`src/rtl/uart_defs_pkg.sv`:
```
// Shared UART definitions: FSM state encodings, data-bit count, line levels
// and the parity-select constant. The transmitter and the receiver both use it.
// Optional build macro used by the users of this package: UART_TX_PARITY_EN.
package uart_defs_pkg;

  localparam int   UART_DATA_BITS   = 8;
  localparam logic UART_LINE_IDLE   = 1'b1;  // mark level; also the stop-bit level
  localparam logic UART_START_LEVEL = 1'b0;  // space level of the start bit
  localparam logic UART_PARITY_SEL  = 1'b0;  // 0: even parity, 1: odd parity

  typedef enum logic [2:0] {
    ST_IDLE   = 3'd0,
    ST_START  = 3'd1,
    ST_DATA   = 3'd2,
    ST_PARITY = 3'd3,
    ST_STOP   = 3'd4
  } uart_state_t;

endpackage

```
`src/rtl/uart_baud_gen.sv`:
```
// Bit-period timer for the UART link.
// Counts 0..p_CLKs_PB-1 and wraps; bit_tick is high during the last count of
// each bit period. The count is held at zero while clear is high, so the first
// period after clear is released is a full p_CLKs_PB cycles.
// Ports:
//   i_Clk     in  system clock, rising edge
//   i_Rst     in  synchronous, active-high reset
//   clear     in  synchronous counter clear
//   bit_tick  out one-cycle pulse on the last count of a bit period
module uart_baud_gen #(
  parameter int p_CLKs_PB = 217
) (
  input  logic i_Clk,
  input  logic i_Rst,
  input  logic clear,
  output logic bit_tick
);

  localparam int               CNT_W    = $clog2(p_CLKs_PB);
  localparam logic [CNT_W-1:0] CNT_LAST = CNT_W'(p_CLKs_PB - 1);

  logic [CNT_W-1:0] cnt;

  always_ff @(posedge i_Clk) begin
    if (i_Rst || clear) begin
      cnt <= '0;
    end else if (cnt == CNT_LAST) begin
      cnt <= '0;
    end else begin
      cnt <= cnt + 1'b1;
    end
  end

  assign bit_tick = !clear && (cnt == CNT_LAST);

endmodule

```
`src/rtl/uart_tx.sv`:
```
// UART transmitter: one byte per accepted request, 8N1, LSB first, idle high.
// Build option: define UART_TX_PARITY_EN to insert an even-parity bit after
// the data bits (frame becomes 11 bit periods).
// Ports:
//   i_Clk        in   system clock, rising edge
//   i_Rst        in   synchronous, active-high reset
//   i_Tx_DV      in   request strobe, accepted only while o_Tx_Ready=1
//   i_Tx_Byte    in   byte to send, sampled in the accepting cycle
//   o_Tx_Serial  out  registered UART line
//   o_Tx_Ready   out  idle and able to accept a request
//   o_Tx_Active  out  frame in progress
//   o_Tx_Done    out  one-cycle pulse after the stop bit
module uart_tx
  import uart_defs_pkg::*;
#(
  parameter int p_CLKs_PB = 217
) (
  input  logic                      i_Clk,
  input  logic                      i_Rst,
  input  logic                      i_Tx_DV,
  input  logic [UART_DATA_BITS-1:0] i_Tx_Byte,
  output logic                      o_Tx_Serial,
  output logic                      o_Tx_Ready,
  output logic                      o_Tx_Active,
  output logic                      o_Tx_Done
);

  localparam logic [2:0] LAST_IDX = 3'(UART_DATA_BITS - 1);

  uart_state_t               state;
  logic [UART_DATA_BITS-1:0] shift_reg;
  logic [2:0]                bit_idx;
  logic                      bit_tick;
  logic                      load;
  logic                      shift;
`ifdef UART_TX_PARITY_EN
  logic                      parity_acc;
`endif

  // The baud timer sits at zero while idle, so START always lasts a full period.
  uart_baud_gen #(
    .p_CLKs_PB (p_CLKs_PB)
  ) u_baud_gen (
    .i_Clk    (i_Clk),
    .i_Rst    (i_Rst),
    .clear    (state == ST_IDLE),
    .bit_tick (bit_tick)
  );

  assign load  = (state == ST_IDLE) && i_Tx_DV;
  assign shift = (state == ST_DATA) && bit_tick && (bit_idx != LAST_IDX);

  // Data register carries no reset; it is only observed after a load.
  always_ff @(posedge i_Clk) begin
    if (load) begin
      shift_reg <= i_Tx_Byte;
    end else if (shift) begin
      shift_reg <= {1'b0, shift_reg[UART_DATA_BITS-1:1]};
    end
  end

  always_ff @(posedge i_Clk) begin
    if (i_Rst) begin
      state       <= ST_IDLE;
      bit_idx     <= '0;
      o_Tx_Serial <= UART_LINE_IDLE;
      o_Tx_Ready  <= 1'b1;
      o_Tx_Active <= 1'b0;
      o_Tx_Done   <= 1'b0;
`ifdef UART_TX_PARITY_EN
      parity_acc  <= 1'b0;
`endif
    end else begin
      o_Tx_Done <= 1'b0;
      case (state)
        ST_IDLE: begin
          o_Tx_Serial <= UART_LINE_IDLE;
          if (i_Tx_DV) begin
            bit_idx     <= '0;
            o_Tx_Serial <= UART_START_LEVEL;
            o_Tx_Ready  <= 1'b0;
            o_Tx_Active <= 1'b1;
            state       <= ST_START;
`ifdef UART_TX_PARITY_EN
            parity_acc  <= 1'b0;
`endif
          end
        end

        ST_START: begin
          if (bit_tick) begin
            o_Tx_Serial <= shift_reg[0];
            state       <= ST_DATA;
          end
        end

        ST_DATA: begin
          if (bit_tick) begin
`ifdef UART_TX_PARITY_EN
            parity_acc <= parity_acc ^ shift_reg[0];
`endif
            if (bit_idx == LAST_IDX) begin
`ifdef UART_TX_PARITY_EN
              o_Tx_Serial <= parity_acc ^ shift_reg[0] ^ UART_PARITY_SEL;
              state       <= ST_PARITY;
`else
              o_Tx_Serial <= UART_LINE_IDLE;
              state       <= ST_STOP;
`endif
            end else begin
              // shift_reg[1] becomes shift_reg[0] on this same edge.
              bit_idx     <= bit_idx + 3'd1;
              o_Tx_Serial <= shift_reg[1];
            end
          end
        end

`ifdef UART_TX_PARITY_EN
        ST_PARITY: begin
          if (bit_tick) begin
            o_Tx_Serial <= UART_LINE_IDLE;
            state       <= ST_STOP;
          end
        end
`endif

        ST_STOP: begin
          if (bit_tick) begin
            o_Tx_Serial <= UART_LINE_IDLE;
            o_Tx_Ready  <= 1'b1;
            o_Tx_Active <= 1'b0;
            o_Tx_Done   <= 1'b1;
            state       <= ST_IDLE;
          end
        end

        default: begin
          bit_idx     <= '0;
          o_Tx_Serial <= UART_LINE_IDLE;
          o_Tx_Ready  <= 1'b1;
          o_Tx_Active <= 1'b0;
          state       <= ST_IDLE;
        end
      endcase
    end
  end

endmodule

```
`config.mk`:
```
export PLATFORM = sky130hd
export DESIGN_NAME = uart_tx
export DESIGN_NICKNAME = d
export VERILOG_FILES = /design/src/rtl/uart_defs_pkg.sv /design/src/rtl/uart_baud_gen.sv /design/src/rtl/uart_tx.sv
export SDC_FILE = /design/constraint.sdc
export NUM_CORES = 1
export LEC_CHECK = 0
export CAP_MARGIN = 15
export CORE_MARGIN = 2
export CORE_UTILIZATION = 58
export CTS_CLUSTER_DIAMETER = 40
export DETAILED_ROUTE_END_ITERATION = 10
export PLACE_DENSITY = 0.82
export SYNTH_ARGS = -nofsm -noshare
export SYNTH_HDL_FRONTEND = slang
export SYNTH_HIERARCHICAL = 1
export SYNTH_SLANG_ARGS = --single-unit
```
`constraint.sdc`:
```
create_clock -name i_Clk -period 3.93 [get_ports i_Clk]
set_input_delay 0.9825 -clock i_Clk [delete_from_list [all_inputs] [get_ports i_Clk]]
set_output_delay 0.9825 -clock i_Clk [all_outputs]
set_load 0.05 [all_outputs]
```
Word level (Yosys, flattened, before mapping)
Cells that the tools add are included.
{"block": "totals", "latch_bits": 0, "wordCells": 65, "regBits": 26, "rom_bits": 0, "mem_count": 0, "ram_bits": 0, "in_bits": 11, "output_inout_bits": 4}
{"block": "op_classes", "n_mux": 24, "n_eq_ne": 12, "n_reduce_logical": 16, "multipliers": 0, "shifts": 0, "div": 0, "n_addsub": 2, "order_cmp": 0, "bitwise": 3}
{"operator": "$mux 3", "count": 8}
{"operator": "$mux 8", "count": 2}
{"operator": "$pmux 3 s4", "count": 1}
{"operator": "$ne 2x2->1 const B", "count": 5}
{"operator": "$mux 1", "count": 9}
{"operator": "$pmux 3 s3", "count": 1}
{"operator": "$add 8x1->8 const B", "count": 1}
{"operator": "$eq 8x8->1 const B", "count": 1}
{"operator": "$reduce_or 2->1", "count": 4}
{"operator": "$eq 3x3->1 const B", "count": 2}
{"operator": "$pmux 1 s3", "count": 2}
{"operator": "$reduce_and 3->1", "count": 2}
{"operator": "$reduce_and 5->1", "count": 1}
{"operator": "$logic_and 1x1->1", "count": 4}
{"operator": "$pmux 1 s4", "count": 1}
{"operator": "$reduce_and 4->1", "count": 1}
{"operator": "$add 3x1->3 const B", "count": 1}
{"operator": "$eq 3x1->1 const B", "count": 1}
{"operator": "$eq 3x2->1 const B", "count": 1}
{"operator": "$logic_not 3->1", "count": 1}
{"operator": "$ne 3x3->1 const B", "count": 1}
{"operator": "$not 1->1", "count": 3}
{"operator": "$ne 2x1->1 const B", "count": 1}
{"operator": "$reduce_bool 2->1", "count": 1}
{"operator": "2 further kinds", "count": 2}

Logic depth before layout (Yosys ltp)
Gate-level depths: netlist of the first run.
{"block": "depth", "word_depth": 7, "depth_mapped": 8, "ltp_nobuf": 8}

Cells and area by module
Netlist of the first run, hierarchy kept.
{"module": "uart_tx", "area_per_inst_um2": 939.7, "cells_per_inst": 84, "instances": 1, "seq_area_each_um2": 440.4}
{"module": "uart_baud_gen", "area_per_inst_um2": 396.6, "cells_per_inst": 40, "instances": 1, "seq_area_each_um2": 160.2}

Worst setup path after synthesis of the first run
OpenSTA, ideal clock, no wires.
{"block": "synth_path", "kind": "reg2reg", "startpoint": "register u_baud_gen.cnt[3]", "endpoint": "register shift_reg[0], enable pin", "t_arrival_ns": 1.616, "synth_period_minus_slack_ns": 1.926, "slack_ns": 2.004, "path_stages_with_launch": 7, "t_required_ns": 3.621, "n_path_buf": 0, "setup_ns": 0.309, "cell_sequence": "dfxtp_1 and3_4 nand3_1 nor2_1 inv_1 nor4b_4 or2_2"}
{"block": "synth_via", "elab_chain_cells": 5}
{"element": "start, declared", "line_no": "uart_baud_gen.sv:22", "text": "logic [CNT_W-1:0] cnt;"}
{"element": "start signal, assigned", "line_no": "uart_baud_gen.sv:30", "text": "cnt <= cnt + 1'b1;"}
{"element": "$eq 8x8->1", "line_no": "uart_baud_gen.sv:34", "text": "assign bit_tick = !clear && (cnt == CNT_LAST);"}
{"element": "$logic_and 1x1->1", "line_no": "uart_baud_gen.sv:34"}
{"element": "via bit_tick", "line_no": "uart_tx.sv:33", "text": "logic bit_tick;"}
{"element": "$logic_and 1x1->1 (2 in series)", "line_no": "uart_tx.sv:51", "text": "assign shift = (state == ST_DATA) && bit_tick && (bit_idx != LAST_IDX);"}
{"element": "$reduce_bool 2->1 (no line)"}
{"element": "end signal, assigned", "line_no": "uart_tx.sv:56", "text": "shift_reg <= i_Tx_Byte;"}
{"element": "end signal, assigned", "line_no": "uart_tx.sv:58", "text": "shift_reg <= {1'b0, shift_reg[UART_DATA_BITS-1:1]};"}
{"element": "end, declared", "line_no": "uart_tx.sv:31", "text": "logic [UART_DATA_BITS-1:0] shift_reg;"}
The timed path passes the listed nets, and every way through them passes these cells.
A chain may end at the register's enable or synchronous reset.

Worst setup path after layout of the first run
{"block": "layout_path", "startpoint": "register o_Tx_Active", "endpoint": "output port o_Tx_Active"}
{"element": "start, declared", "line_no": "uart_tx.sv:24", "text": "output logic o_Tx_Active,"}
{"element": "start signal, assigned", "line_no": "uart_tx.sv:68", "text": "o_Tx_Active <= 1'b0;"}
{"element": "start signal, assigned", "line_no": "uart_tx.sv:82", "text": "o_Tx_Active <= 1'b1;"}
{"element": "start signal, assigned", "line_no": "uart_tx.sv:131", "text": "o_Tx_Active <= 1'b0;"}
No word-level cell between the ends.

==> results.py, run 1 <==
metrics = {
    "run_status": {
        "status": "completed",
    },
    "die": {
        "die_w_um": 52,
        "coreArea_um2": 2191,
        "initial_core_util": 0.6099,
        "die_h_um": 52,
        "ios": 15,
        "rows": 17,
        "design.die.area_um2": 2704,
    },
    "synth": {
        "synth_edf_count": 8,
        "synth_commonest_cells": "dfxtp_1, edfxtp_1, inv_1",
        "synthSimpleGateAreaFrac": 0.2369,
        "synth_mux_area_frac": 0.05805,
        "synthTopCellsByArea": "dfxtp_1, edfxtp_1, mux2_1",
        "synth_top_family_by_area": "simple AND/OR/NAND/NOR gates",
        "synth_fa_ha_area_frac": 0.03745,
        "synth_compound_area_frac": 0.1358,
        "syn_nets": 139,
        "synth_xor_area_frac": 0.02622,
        "syn_area_um2": 1336,
        "ys_ff_latch": 26,
        "synth_area_leader_cell": "dfxtp_1",
        "seq_area_frac_synth": 0.4494,
        "synthDominantCellAreaShare": 0.2697,
        "syn_avg_cell_area_um2": 10.78,
        "yosys.cell_count.top_type": "dfxtp_1",
        "synth_flop_cell": "dfxtp_1",
        "ys.warnings.count": 6,
        "syn_inst": 124,
        "synthArstFlopShare": 0,
        "ys_types": 44,
    },
    "sta": {
        "setup_violations": 0,
        "fmax_mhz": 409.4,
        "max-slew-margin-rel": 0.6354,
        "timing.clock.skew_ns": 0.003639,
        "rsz0062_at_grt": "false",
        "finalHoldViolCount": 0,
        "layout_min_cycle_time_ns": 2.442,
        "slew_violations": 0,
        "finalCritPeriodShare": 0.6215,
        "tightest_slew_ns": 0.5461,
        "fin_setup_tns_ns": 0,
    },
    "global_routing": {
        "grt_pass1_vias": 835,
        "grt_pass1_wl_um": 3525,
        "overflow": 0,
        "grt_max_degree": 17,
        "grt_usage": 0.1773,
        "antenna_found_initial": 0,
    },
    "cts": {
        "post_cts_resized": 0,
        "root_buffer": "clkbuf_4",
        "clock-sinks": 26,
        "hold_buffers": 0,
        "cts.clk_slew.worst_paths_ns": 0.13,
        "cts_tree": "done",
        "clock_latency_ns": 0.31,
        "cts_buffers": 3,
        "h-tree-depth": 1,
        "post-cts-setup-buffers": 0,
        "clockBufferDepth": 2,
    },
    "cells_and_area": {
        "multi_input_area_um2": 660.6,
        "drive_above_1_share": 0.1912,
        "final_util": 0.6796,
        "num-nets-final": 152,
        "fillers": 162,
        "regArea_um2": 600.6,
        "fin_area_um2": 1489,
        "n_antenna_cell": 0,
        "area_growth_pct": 11.42,
    },
    "detailed_routing": {
        "drtAntennaViolNets": 0,
        "wire_per_inst_um": 12.68,
        "routed_via_density": 5.518,
        "drtPass1Iterations": 4,
        "num_vias": 905,
        "drt-total-wl_um": 2080,
        "drt_iter0_markers": 11,
        "drc_errors": 0,
    },
    "critical_path": {
        "worstPathRequired_ns": 2.95,
        "r2r_setup_slack_ns": 1.56,
        "path_class": "register to output port",
        "critPathBufInv": 1,
        "end_kind": "output port",
        "slowest_stage": "clkdlybuf4s50_1",
        "crit_fanout": 2,
        "reg2reg_depth": 5,
        "cp-start-kind": "register",
        "arrival_ns": 1.46,
        "crit_chain": "clkdlybuf4s50_1",
        "slowest_delay_ns": 0.81,
        "cp.depth": 1,
        "crit_family": "buffers and inverters",
    },
    "power": {
        "leakage_nw": 0.5386,
        "vdd_drop_max_v": 0.0002212,
        "power.density_nw_per_um2": 309.7,
    },
    "min_path": {
        "hold_class": "register to register",
        "min_path_cells": 2,
    },
    "run": {
        "drv_cap": 0,
    },
    "place": {
        "dp_hpwl_um": 1568,
        "placed_area_um2": 1463,
        "port_buffers": 14,
        "place.gp.congestion": 0.7938,
    },
}
[worst reg2reg max path, stage by stage, from the launching register on]
cell and delay (ns):
dfxtp_1 0.69, nor3_2 0.14, nor2_1 0.42, inv_1 0.19, nor4b_4 0.36, or2_2 0.29
[cell families (layout without fill, tap and decap cells)]
family / count (synthesis) / count (layout)
flip-flops: 26 / 26
buffers and inverters: 13 / 25
XOR/XNOR: 4 / 4
multiplexers: 7 / 7
AND/OR/NAND/NOR: 45 / 45
AO/OA/AOI/OAI: 25 / 25
adder cells (fa/ha/maj): 4 / 4
[layer usage]
metal	up-vias	track usage	part of all wire
met3	2	0.03448	0.035
met5	-	0	0
met2	17	0.3038	0.47
li1	467	-	-
met1	419	0.2188	0.48
met4	0	0.06579	0.0072
[path summary, 6_finish.rpt]
path | from | endpoint
max | o_Tx_Active | o_Tx_Active
min | o_Tx_Ready | o_Tx_Ready
max reg2reg | state[0] | shift_reg[1]
min reg2reg | o_Tx_Ready | o_Tx_Ready
[final cells by class]
cell class	count	area share
Multi-Input combinational cell	85	0.4437
Sequential cell	26	0.4034
Timing Repair Buffer	14	0.09412
Tap cell	28	0.02353
Inverter	7	0.01765
Clock buffer	3	0.01513
Clock inverter	1	0.002521
[stage by stage]
step / hold slack [ns] / worst slack, ns / power (W) / instances
6_report: 0.4668 / 1.488 / 0.0004611 / 164
3_3_place_gp: 0.4433 / 1.495 / 0.0003551 / 160
3_5_place_dp: 0.4484 / 1.440 / 0.0003570 / 160
4_1_cts: 0.4670 / 1.462 / 0.0004708 / 164
2_1_floorplan: 0.4454 / 2.004 / 0.0003387 / 124
5_1_grt: 0.4734 / 1.362 / 0.0004858 / 164
[power by group]
| group | total, W | switching (W) | internal [W] |
|---|---|---|---|
| Combinational | 0.0000552 | 0.0000284 | 0.0000268 |
| Clock | 0.000111 | 0.0000736 | 0.0000371 |
| Sequential | 0.000295 | 0.00000679 | 0.000288 |
| Total | 0.000461 | 0.000109 | 0.000352 |
[cells in the final DEF, fill, tap and decap left out, types with 3 or more instances in the layout]
master           netlist  routed
nand2_1                4       4
o21a_1                 4       4
mux2_1                 5       5
nor2_1                 5       5
dfxtp_1               18      18
a21oi_2                3       3
edfxtp_1               8       8
nand2b_1               4       4
or3_1                  3       3
xor2_1                 3       3
inv_1                  7       7
clkdlybuf4s50_1        0      14
o21ai_0                6       6
ha_1                   4       4
nor2_2                 6       6
clkbuf_4               0       3
a21oi_1                3       3
o21ai_1                3       3
nand3_1                3       3
No activity file was read; power rests on OpenSTA's default activity.
==> run 2: changes to the inputs <==
--- a/config.mk
+++ b/config.mk
@@ -7,10 +7,10 @@
 export LEC_CHECK = 0
 export CAP_MARGIN = 15
 export CORE_MARGIN = 2
-export CORE_UTILIZATION = 58
+export CORE_UTILIZATION = 49
 export CTS_CLUSTER_DIAMETER = 40
 export DETAILED_ROUTE_END_ITERATION = 10
-export PLACE_DENSITY = 0.82
+export PLACE_DENSITY = 0.74
 export SYNTH_ARGS = -nofsm -noshare
 export SYNTH_HDL_FRONTEND = slang
 export SYNTH_HIERARCHICAL = 1
==> constraint.sdc (replaced) <==
create_clock -name i_Clk -period 2.1 [get_ports i_Clk]
set_input_delay 0.525 -clock i_Clk [delete_from_list [all_inputs] [get_ports i_Clk]]
set_output_delay 0.525 -clock i_Clk [all_outputs]
set_load 0.05 [all_outputs]
==> run 2 against run 1 <==
  * Setup slack lost 1.4 ns
  * Cell area is 3.2% higher
  * Die area rose by 17%
==> results.py, run 2 (synthesized netlist as in run 1, its figures left out) <==
metrics = {
    "global_routing": {
        "grt_pass1_vias": 909,
        "grt_usage": 0.1580,
        "overflow": 0,
        "grt_pass1_wl_um": 3974,
        "antenna_found_initial": 0,
        "grt_max_degree": 16,
    },
    "min_path": {
        "min_path_cells": 2,
        "hold_class": "register to register",
        "min_from": "o_Tx_Ready",
    },
    "place": {
        "place.gp.congestion": 0.7660,
        "port_buffers": 14,
        "dp_slack_ns": 0.08634,
        "dp_hpwl_um": 1675,
        "placed_area_um2": 1510,
    },
    "power": {
        "swShare": 0.2373,
        "vdd_drop_max_v": 0.0003505,
        "clockPowerShare": 0.240,
        "p_comb_frac": 0.130,
        "p_int_w": 0.0006624,
        "power.density_nw_per_um2": 565.3,
        "pwr-share-seq": 0.630,
        "power.net_switching_w": 0.0002061,
        "leakage_nw": 0.5703,
    },
    "critical_path": {
        "critPathBufInv": 1,
        "slowest_delay_ns": 0.81,
        "cp-start-kind": "register",
        "reg2reg_depth": 6,
        "crit_family": "buffers and inverters",
        "cp.depth": 1,
        "crit_start": "o_Tx_Active",
        "worstPathRequired_ns": 1.57,
        "slowest_stage": "clkdlybuf4s50_1",
        "end_kind": "output port",
        "arrival_ns": 1.47,
        "reg2reg_from": "u_baud_gen/cnt[2]",
        "path_class": "register to output port",
        "crit_chain": "clkdlybuf4s50_1",
        "crit_fanout": 2,
    },
    "cells_and_area": {
        "fillers": 213,
        "n_antenna_cell": 0,
        "final_common_cell": "dfxtp_1",
        "fin_area_um2": 1536,
        "area_growth_pct": 14.98,
        "final_util": 0.6091,
        "num-nets-final": 158,
        "final_cell_mix": "dfxtp_1, clkdlybuf4s50_1, edfxtp_1",
        "drive_above_1_share": 0.2254,
    },
    "cts": {
        "cts_buffers": 3,
        "h-tree-depth": 1,
        "clock-sinks": 26,
        "clock_latency_ns": 0.31,
        "clockBufferDepth": 2,
        "root_buffer": "clkbuf_4",
        "cts.clk_slew.worst_paths_ns": 0.13,
        "post-cts-setup-buffers": 0,
        "cts_tree": "done",
        "hold_buffers": 0,
        "post_cts_resized": 0,
    },
    "detailed_routing": {
        "drt-total-wl_um": 2197,
        "drt_iter0_markers": 15,
        "drtPass1Iterations": 4,
        "num_vias": 920,
        "wire_per_inst_um": 12.77,
        "drc_errors": 0,
        "drtAntennaViolNets": 0,
        "routed_via_density": 5.349,
    },
    "die": {
        "rows": 18,
        "ios": 15,
        "coreArea_um2": 2522,
        "die_w_um": 56.22,
        "initial_core_util": 0.5298,
        "die_h_um": 56.22,
        "design.die.area_um2": 3161,
    },
    "sta": {
        "fmax_mhz": 500.0,
        "rsz0062_at_grt": "false",
        "setup_violations": 0,
        "finalCritPeriodShare": 0.9524,
        "fin_setup_tns_ns": 0,
        "max-slew-margin-rel": 0.6588,
        "setup_slack_ns": 0.1001,
        "slew_violations": 0,
        "timing.clock.skew_ns": 0.001397,
        "layout_min_cycle_time_ns": 2.000,
        "finalHoldViolCount": 0,
        "fin_hold_ws_ns": 0.4616,
        "tightest_slew_ns": 0.5102,
    },
    "run": {
        "drv_cap": 0,
    },
    "run_status": {
        "status": "completed",
    },
}
-- run 2: cell types whose count changed in the layout (fill, tap and decap cells not counted), sizes merged --
cell | before | now
buf | 0 | 6
-- run 2: worst paths after layout --
path                        to  slack (ns)
setup / recovery   o_Tx_Active        0.10
hold / removal      o_Tx_Ready        0.46
setup reg to reg  shift_reg[1]        0.32
hold reg to reg     o_Tx_Ready        0.46
-- run 2: worst min-delay path, stage by stage, from the launching register on --
cell,delay [ns]
dfxtp_1,0.33
inv_1,0.05
o21ai_1,0.06
-- run 2: power groups by stage --
stage | Sequential [W] | Combinational, W | Clock (W)
after floorplan | 0.000574 | 0.0000601 | 0
after global placement | 0.000558 | 0.000111 | 0
after detailed placement | 0.000559 | 0.000114 | 0
after CTS | 0.000547 | 0.000115 | 0.000217
after global routing | 0.000549 | 0.000123 | 0.000242
final | 0.000547 | 0.000113 | 0.000209
-- run 2: final cells by class --
class	count	area (µm²)	share of cell area
multi-input cells	85	660.6	0.4300
flip-flops and latches	26	600.6	0.3909
repair buffers	20	185.2	0.1205
well taps	30	37.54	0.02443
inverters	7	26.28	0.01710
clock buffers	3	22.52	0.01466
clock inverters	1	3.754	0.002443
-- run 2: through the flow --
step	total power (W)	cells
6_report	0.0008685	172
5_1_grt	0.0009146	172
4_1_cts	0.0008789	172
3_5_place_dp	0.0006724	168
3_3_place_gp	0.0006693	168
2_1_floorplan	0.0006339	124
-- run 2: per-layer routing --
metal  vias to the layer above  track usage  wire (µm)
li1                        473            -          -
met1                       424       0.2006       1024
met2                        19       0.2605       1062
met3                         4      0.03023         73
met4                         0      0.06803         37
met5                         -            0          0
